`src/rtl/apb_arb_pkg.sv`:
```
// Shared definitions for the two-master APB arbiter.
//   arb_state_t      : arbiter FSM states (IDLE -> SETUP -> ACCESS)
//   ARB_NSEL_DEF     : default width of the one-hot peripheral select bus
//   ARB_ERR_DATA_DEF : default read data returned when a transfer times out
package apb_arb_pkg;

  typedef enum logic [1:0] {
    ST_IDLE   = 2'd0,
    ST_SETUP  = 2'd1,
    ST_ACCESS = 2'd2
  } arb_state_t;

  localparam int          ARB_NSEL_DEF     = 8;
  localparam logic [31:0] ARB_ERR_DATA_DEF = 32'hDEAD_BEEF;

endpackage

```
`src/rtl/apb_arb_pick2.sv`:
```
// Combinational two-way winner select.
//   req  [1:0] : request per master (bit 0 = master 0)
//   last       : 1 when master 1 held the last grant, 0 for master 0
//   win  [1:0] : one-hot winner, 0 when nobody requests
// FIXED_PRIO != 0 makes master 0 win every tie; otherwise a tie goes to
// the master that was not granted last.
module apb_arb_pick2 #(
  parameter int FIXED_PRIO = 0
) (
  input  logic [1:0] req,
  input  logic       last,
  output logic [1:0] win
);

  always_comb begin
    win = req;
    if (req == 2'b11) begin
      if ((FIXED_PRIO != 0) || last) win = 2'b01;
      else                           win = 2'b10;
    end
  end

endmodule

```
`src/rtl/apb_master_arbiter.sv`:
```
// Two-master APB arbiter sharing one downstream APB master port.
//   clk, rst                : bus clock, synchronous active-high reset
//   m0_* / m1_*             : APB master-side inputs (psel/penable/pwrite/
//                             paddr/pwdata) and responses (pready/prdata)
//   s_*                     : downstream APB master port
//   grant [1:0]             : one-hot owner of the downstream bus, 0 when idle
//   timeout                 : one-cycle pulse when a transfer is aborted
//
// Handshake: a master requests by holding any psel bit high and is stalled
// (pready=0) until its transfer completes; completion is the single cycle
// in which its pready=1 with prdata valid. Downstream, a transfer is one
// SETUP cycle (psel, penable=0) followed by ACCESS cycles (penable=1) that
// end on the first cycle with s_pready=1 or when the timeout fires.
//
// The FSM state register `state` (arb_state_t) and the one-hot `grant`
// together describe the arbiter's position in a transfer.
module apb_master_arbiter
  import apb_arb_pkg::*;
#(
  parameter int                ADDR_W     = 32,
  parameter int                DATA_W     = 32,
  parameter int                NSEL       = ARB_NSEL_DEF,
  parameter int                FIXED_PRIO = 0,
  parameter int                TIMEOUT    = 255,
  parameter logic [DATA_W-1:0] ERR_DATA   = DATA_W'(ARB_ERR_DATA_DEF)
) (
  input  logic              clk,
  input  logic              rst,
  input  logic [NSEL-1:0]   m0_psel,
  input  logic [NSEL-1:0]   m1_psel,
  input  logic              m0_penable,
  input  logic              m1_penable,
  input  logic              m0_pwrite,
  input  logic              m1_pwrite,
  input  logic [ADDR_W-1:0] m0_paddr,
  input  logic [ADDR_W-1:0] m1_paddr,
  input  logic [DATA_W-1:0] m0_pwdata,
  input  logic [DATA_W-1:0] m1_pwdata,
  output logic              m0_pready,
  output logic              m1_pready,
  output logic [DATA_W-1:0] m0_prdata,
  output logic [DATA_W-1:0] m1_prdata,
  output logic [NSEL-1:0]   s_psel,
  output logic              s_penable,
  output logic              s_pwrite,
  output logic [ADDR_W-1:0] s_paddr,
  output logic [DATA_W-1:0] s_pwdata,
  input  logic              s_pready,
  input  logic [DATA_W-1:0] s_prdata,
  output logic [1:0]        grant,
  output logic              timeout
);

  localparam int             CNT_W    = (TIMEOUT > 1) ? $clog2(TIMEOUT) : 1;
  localparam logic [CNT_W-1:0] CNT_LAST = CNT_W'((TIMEOUT > 0) ? TIMEOUT - 1 : 0);

  arb_state_t        state, state_nxt;
  logic [1:0]        win;
  logic              last_m1;      // 1 = master 1 owned the last completed transfer
  logic [CNT_W-1:0]  cnt;
  logic [NSEL-1:0]   lat_psel;
  logic              lat_pwrite;
  logic [ADDR_W-1:0] lat_paddr;
  logic [DATA_W-1:0] lat_pwdata;
  logic              done;         // downstream completed normally
  logic              abort;        // access phase ran out of cycles
  logic              finish;
  logic              busy;
  logic [DATA_W-1:0] resp_data;

  // The master-side access phase carries no extra information: a master is
  // stalled from its setup cycle until we complete it, so psel alone is the
  // request.
  logic unused_penable;
  assign unused_penable = m0_penable ^ m1_penable;

  apb_arb_pick2 #(
    .FIXED_PRIO (FIXED_PRIO)
  ) u_pick (
    .req  ({|m1_psel, |m0_psel}),
    .last (last_m1),
    .win  (win)
  );

  always_comb begin
    state_nxt = state;
    done      = 1'b0;
    abort     = 1'b0;
    case (state)
      ST_IDLE: begin
        if (|win) state_nxt = ST_SETUP;
      end
      ST_SETUP: begin
        state_nxt = ST_ACCESS;
      end
      ST_ACCESS: begin
        // A late s_pready on the final allowed cycle still wins over abort.
        if (s_pready) begin
          done      = 1'b1;
          state_nxt = ST_IDLE;
        end else if ((TIMEOUT != 0) && (cnt == CNT_LAST)) begin
          abort     = 1'b1;
          state_nxt = ST_IDLE;
        end
      end
      default: state_nxt = ST_IDLE;
    endcase
  end

  assign finish = done | abort;

  always_ff @(posedge clk) begin
    if (rst) begin
      state      <= ST_IDLE;
      grant      <= 2'b00;
      last_m1    <= 1'b1;
      cnt        <= '0;
      lat_psel   <= '0;
      lat_pwrite <= 1'b0;
      lat_paddr  <= '0;
      lat_pwdata <= '0;
    end else begin
      state <= state_nxt;

      if ((state == ST_IDLE) && (|win)) begin
        grant      <= win;
        lat_psel   <= win[1] ? m1_psel   : m0_psel;
        lat_pwrite <= win[1] ? m1_pwrite : m0_pwrite;
        lat_paddr  <= win[1] ? m1_paddr  : m0_paddr;
        lat_pwdata <= win[1] ? m1_pwdata : m0_pwdata;
      end

      if (finish) begin
        grant   <= 2'b00;
        last_m1 <= grant[1];
      end

      if ((state == ST_ACCESS) && !finish) cnt <= cnt + 1'b1;
      else                                 cnt <= '0;
    end
  end

  // Downstream port is driven only from the captured copy, and only while a
  // transfer is in flight, so master-side changes after capture are invisible.
  assign busy      = (state != ST_IDLE);
  assign s_psel    = busy ? lat_psel : '0;
  assign s_penable = (state == ST_ACCESS);
  assign s_pwrite  = busy & lat_pwrite;
  assign s_paddr   = busy ? lat_paddr  : '0;
  assign s_pwdata  = busy ? lat_pwdata : '0;

  assign resp_data = done ? s_prdata : ERR_DATA;
  assign m0_pready = finish & grant[0];
  assign m1_pready = finish & grant[1];
  assign m0_prdata = m0_pready ? resp_data : '0;
  assign m1_prdata = m1_pready ? resp_data : '0;
  assign timeout   = abort;

endmodule

```
`config.mk`:
```
export PLATFORM = sky130hd
export DESIGN_NAME = apb_master_arbiter
export DESIGN_NICKNAME = d
export VERILOG_FILES = /design/src/rtl/apb_arb_pkg.sv /design/src/rtl/apb_arb_pick2.sv /design/src/rtl/apb_master_arbiter.sv
export SDC_FILE = /design/constraint.sdc
export NUM_CORES = 1
export LEC_CHECK = 0
export ABC_AREA = 0
export CORE_AREA = 2 2 125 127
export CTS_CLUSTER_SIZE = 8
export DETAILED_ROUTE_END_ITERATION = 7
export DIE_AREA = 0 0 127 129
export GPL_TIMING_DRIVEN = 0
export PLACE_DENSITY_LB_ADDON = 0.15
export SLEW_MARGIN = 30
export SYNTH_ARGS = -nofsm -noshare
export SYNTH_HDL_FRONTEND = slang
export SYNTH_SLANG_ARGS = --single-unit
```
`constraint.sdc`:
```
create_clock -name clk -period 3.8 [get_ports clk]
set_input_delay 0.57 -clock clk [delete_from_list [all_inputs] [get_ports clk]]
set_output_delay 0.57 -clock clk [all_outputs]
set_load 0.02 [all_outputs]
```
==> flow_summary.toml, run 1 <==
[outcome]
status = "finished clean"

[timing]
rsz0062_at_grt = "false"
slew_headroom_pct = 51.05
setup_viol_count_final = 0
fin_tns_setup_ns = 0
hold_viol = 0
slew_violations = 0
tightestPinTransition_ns = 0.7311
fmax_ghz = 0.2907
setup_ws_ns = 0.3603
fin_crit_sh_pct = 90.52
layout_min_cycle_time_ns = 3.440
skew_ns = 0.005088

[global_routing]
track_usage_pct = 24.75
grt_pass1_vias = 5888
antenna_found_initial = 1
grt_max_degree = 16
grt_pass1_wl_um = 31710
overflow = 0

[critical_path]
regToRegSetupSlack_ns = 1.80
reg2reg_depth = 5
path_class = "primary input to output pin"
arrival_ns = 2.87
r2r-start = "state[1]$_SDFFE_PP0P_"
crit_path_start = "s_pready"
crit_fanout = 10
cp.required_ns = 3.23
startpoint_type = "primary input"
end_kind = "output pin"

[layout]
multi_input_comb_area_um2 = 2744
drive_gt1_share_pct = 4.051
layout_commonest_cell = "clkdlybuf4s50_1"
nFillCells = 1435
synthToLayoutAreaGrowth_pct = 78.77
nets = 1192
layout_common_cells = "clkdlybuf4s50_1 (323), o21ai_0 (149), dfxtp_1 (86), nor2_1 (84), and2_1 (76)"
register_area_um2 = 1722

[floorplanning]
num_rows = 45
die_area_um2 = 16380
die_w_um = 127
io_pins = 326
chipHeight_um = 129
start_util_pct = 32.19
coreArea_um2 = 14980

[drt]
num_vias = 6156
routed_wl_um = 21310
drt-vias-per-instance = 5.126
drt_iter0_markers = 387
first_pass_iters = 5
wire_per_inst_um = 17.74
final_antenna_net_count = 0
drc = 0

[place]
numPortBuffers = 323
place_hpwl_um = 16590
place_congestion = 0.8596
dp_slack_ns = 0.3758

[clock_network]
clock-root-buffer = "clkbuf_16"
cts_buffers = 9
cts_sinks = 86
path_clk_slew_ns = 0.06
cts_setup_buffers = 0
cts-htree-levels = 3
cts_tree = "built"
clk_path_buf_depth = 2
insertion_delay_ns = 0.34
cts_resized = 0
cts_hold_buf = 0

[worst_hold_path]
min-delay-start = "cnt[0]$_SDFF_PP0_"
hold_depth = 1
hold_path.class = "register to register"

[yosys]
synth-seq-area-share_pct = 35.71
synth_area_per_cell_um2 = 7.163
synth_area_um2 = 4821
syn_nets = 858
netlist_instances = 673
ys_warn_count = 0
ys_seq_elements = 86
synth_cell_types = 36

[job]
maxCapViolations = 0

[pwr]
ir_drop_mv = 0.2410
power_density_nw_per_um2 = 337.9
p_leak_nw = 3.189
## kinds of logic after synthesis
group                      after synthesis  share of synthesized area (%)
AOI/OAI and AO/OA                      232                          26.68
xor gates and xnor gates                 6                          1.090
adders and majority gates                2                         0.5190
buffers and inverters                   77                          7.449
DFF                                     86                          35.71
and+or+nand+nor                        270                          28.55
## report_power, final
group	switching [mW]	internal (mW)
sequential	0.0455	1.01
clock	0.392	0.579
combinational	0.447	0.439
## layer usage
layer  GRT usage (%)  part of all wire (%)  vias to the layer above
met1           27.92                    38                     2823
met4           5.171                   1.1                        0
met2           46.36                    52                      266
met3           7.277                   8.5                       18
met5               0                     0                        -
li1                -                     -                     3049
## state kept, by name, indices dropped and copies added (netlist names)
| name | flops |
|---|---|
| lat_psel | 8 |
| lat_pwrite | 1 |
| lat_pwdata | 32 |
| lat_paddr | 32 |
| last_m1 | 1 |
| grant | 2 |
| cnt | 8 |
| state | 2 |
## critical path: stages
cell and delay (ns):
clkdlybuf4s50_1 0.51, o211ai_1 0.65, clkbuf_1 0.40, nor2_1 0.16, clkdlybuf4s50_1 0.57
## cells in the mapped netlist (all sizes together)
master,count,area share [%]
o21ai,150,16
dfxtp,86,36
nor2,84,6.5
and2,76,9.9
a31oi,73,9.5
nand3,69,7.2
clkbuf,58,4.7
and3,17,2.2
buf,14,2.4
nand2,11,0.86
inv,5,0.39
nor4,4,0.52
o211ai,3,0.47
xnor2,3,0.55
xor2,3,0.55
ha,2,0.52
or4,2,0.39
a211oi,1,0.16
a21o,1,0.16
a21oi,1,0.10
a32oi,1,0.18
a41oi,1,0.34
and3b,1,0.18
nand2b,1,0.13
nand4,1,0.13
nor2b,1,0.13
nor3,1,0.10
o21a,1,0.16
or2,1,0.13
or4b,1,0.21
## area by class of cell
class / instances / share of cell area [%]
Timing Repair Buffer: 323 / 37.51
Multi-Input combinational cell: 510 / 31.84
Sequential cell: 86 / 19.98
Buffer: 72 / 3.949
Tap cell: 188 / 2.729
Clock buffer: 9 / 2.613
Clock inverter: 7 / 1.132
Inverter: 5 / 0.2178
Antenna cell: 1 / 0.02904
## metrics by stage
| stage | power [mW] | utilization [%] | instance area (µm²) | cells | hold WS (ns) |
|---|---|---|---|---|---|
| finish | 2.912 | 57.54 | 8618 | 1201 | 0.4718 |
| floorplan | 1.481 | - | 4821 | 673 | 0.4300 |
| global route | 3.039 | 57.53 | 8616 | 1200 | 0.5187 |
| CTS | 2.923 | 57.53 | 8616 | 1200 | 0.4698 |
| detailed placement | 1.959 | 55.37 | 8293 | 1184 | 0.4551 |
| global placement | 1.955 | 55.35 | 8289 | 1184 | 0.4477 |
## final timing paths
| kind | end |
|---|---|
| setup reg to reg | lat_pwdata[2]$_SDFFE_PP0P_ |
| setup / recovery | m1_prdata[21] |
| hold / removal | cnt[0]$_SDFF_PP0_ |
| hold reg to reg | cnt[0]$_SDFF_PP0_ |
No activity file was read; power rests on OpenSTA's default activity.
==> run 2, diff against run 1 <==
--- a/config.mk
+++ b/config.mk
@@ -5,11 +5,9 @@
 export SDC_FILE = /design/constraint.sdc
 export NUM_CORES = 1
 export LEC_CHECK = 0
-export ABC_AREA = 0
-export CORE_AREA = 2 2 125 127
+export CORE_UTILIZATION = 30
 export CTS_CLUSTER_SIZE = 8
 export DETAILED_ROUTE_END_ITERATION = 7
-export DIE_AREA = 0 0 127 129
 export GPL_TIMING_DRIVEN = 0
 export PLACE_DENSITY_LB_ADDON = 0.15
 export SLEW_MARGIN = 30
==> flow_summary.toml, run 2 (synthesis results as in run 1) <==
[layout]
register_area_um2 = 1722
drive_gt1_share_pct = 4.051
nets = 1192
reg_top3 = "lat_paddr: 32 flops, lat_pwdata: 32 flops"
layout_common_cells = "clkdlybuf4s50_1 (323), o21ai_0 (149), dfxtp_1 (86), nor2_1 (84), and2_1 (76)"
synthToLayoutAreaGrowth_pct = 78.87
multi_input_comb_area_um2 = 2744
nFillCells = 1549
layout_commonest_cell = "clkdlybuf4s50_1"

[critical_path]
startpoint_type = "primary input"
arrival_ns = 2.91
crit_fanout = 10
end_kind = "output pin"
cp.required_ns = 3.23
path_class = "primary input to output pin"
reg2reg_depth = 5

[outcome]
status = "finished clean"

[drt]
wl_met2_um = 10040
first_pass_iters = 5
num_vias = 6112
top_layer_used = "met4"
wire_per_inst_um = 16.77
wl_met3_um = 1849
m1WireLength_um = 8191
final_antenna_net_count = 0
drt-vias-per-instance = 4.989
drt_iter0_markers = 414
drc = 0
routed_wl_um = 20550

[floorplanning]
chipHeight_um = 128.8
num_rows = 45
io_pins = 326
die_w_um = 128.8
coreArea_um2 = 15430
start_util_pct = 31.25
die_area_um2 = 16580

[global_routing]
track_usage_pct = 24.47
overflow = 0
antenna_found_initial = 2
grt_pass1_wl_um = 31220
grt_max_degree = 15
grt_pass1_vias = 5699

[timing]
setup_viol_count_final = 0
tightestPinTransition_ns = 0.8654
fin_tns_setup_ns = 0
slew_headroom_pct = 42.06
hold_viol = 0
skew_ns = 0.008631
layout_min_cycle_time_ns = 3.477
fin_crit_sh_pct = 91.50
slew_violations = 0
rsz0062_at_grt = "false"
fmax_ghz = 0.2876

[clock_network]
cts_setup_buffers = 0
path_clk_slew_ns = 0.06
cts_tree = "built"
cts_buffers = 9
clock-root-buffer = "clkbuf_16"
cts-htree-levels = 3
cts_resized = 0
clk_path_buf_depth = 2
cts_hold_buf = 0
insertion_delay_ns = 0.34
cts_sinks = 86

[place]
numPortBuffers = 323
place_congestion = 0.7938
place_hpwl_um = 15960

[worst_hold_path]
hold_path.class = "register to register"
hold_depth = 1

[job]
maxCapViolations = 0

[pwr]
p_leak_nw = 3.182
power_mw = 2.804
ir_drop_mv = 0.2236
power_density_nw_per_um2 = 325.1
==> run 2: cell types whose count changed in the layout (fill, tap and decap cells not counted) <==
cell,change
diode_2,+1
clkbuf_8,+3
inv_6,-1
clkinv_4,+1
bufinv_16,-2
clkinvlp_4,-1
==> run 2: final timing paths <==
check	from	to	slack (ns)
setup / recovery	s_pready	m1_prdata[23]	0.32
hold / removal	cnt[0]$_SDFF_PP0_	cnt[0]$_SDFF_PP0_	0.47
setup reg to reg	state[1]$_SDFFE_PP0P_	lat_pwdata[26]$_SDFFE_PP0P_	1.78
hold reg to reg	cnt[0]$_SDFF_PP0_	cnt[0]$_SDFF_PP0_	0.47
==> run 2: worst max-delay path: stages <==
cell and delay, ns:
clkdlybuf4s50_1 0.51, o211ai_1 0.75, clkbuf_1 0.42, nor2_1 0.09, clkdlybuf4s50_1 0.56
==> run 2: area by class of cell <==
class / count / area share [%]
inverters: 5 / 0.2176
plain buffers: 72 / 3.947
diodes: 2 / 0.05804
flip-flops and latches: 86 / 19.97
clock buffers: 12 / 3.091
repair buffers: 323 / 37.49
well taps: 211 / 3.062
clock inverters: 4 / 0.3482
multi-input cells: 510 / 31.82
==> run 2: where the power goes <==
part	leakage (nW)	internal (mW)	switching (mW)
registers	0.714	1.01	0.0463
clock network	0.145	0.498	0.367
logic	2.32	0.439	0.442
total	3.18	1.95	0.856
==> run 2: stage by stage <==
stage	area [µm²]	worst slack (ns)	util [%]	cells	hold WS (ns)
2_1_floorplan	4821	1.658	-	673	0.4300
3_3_place_gp	8318	0.3042	53.92	1207	0.4473
3_5_place_dp	8322	0.3097	53.94	1207	0.4590
4_1_cts	8618	0.2840	55.86	1223	0.4740
5_1_grt	8623	0.1431	55.90	1225	0.5054
6_report	8623	0.3230	55.90	1225	0.4716
==> run 2: per-layer routing <==
layer,up-vias,track usage [%]
met2,265,42.42
li1,3067,-
met3,25,7.027
met1,2755,28.54
met5,-,0
met4,0,9.135
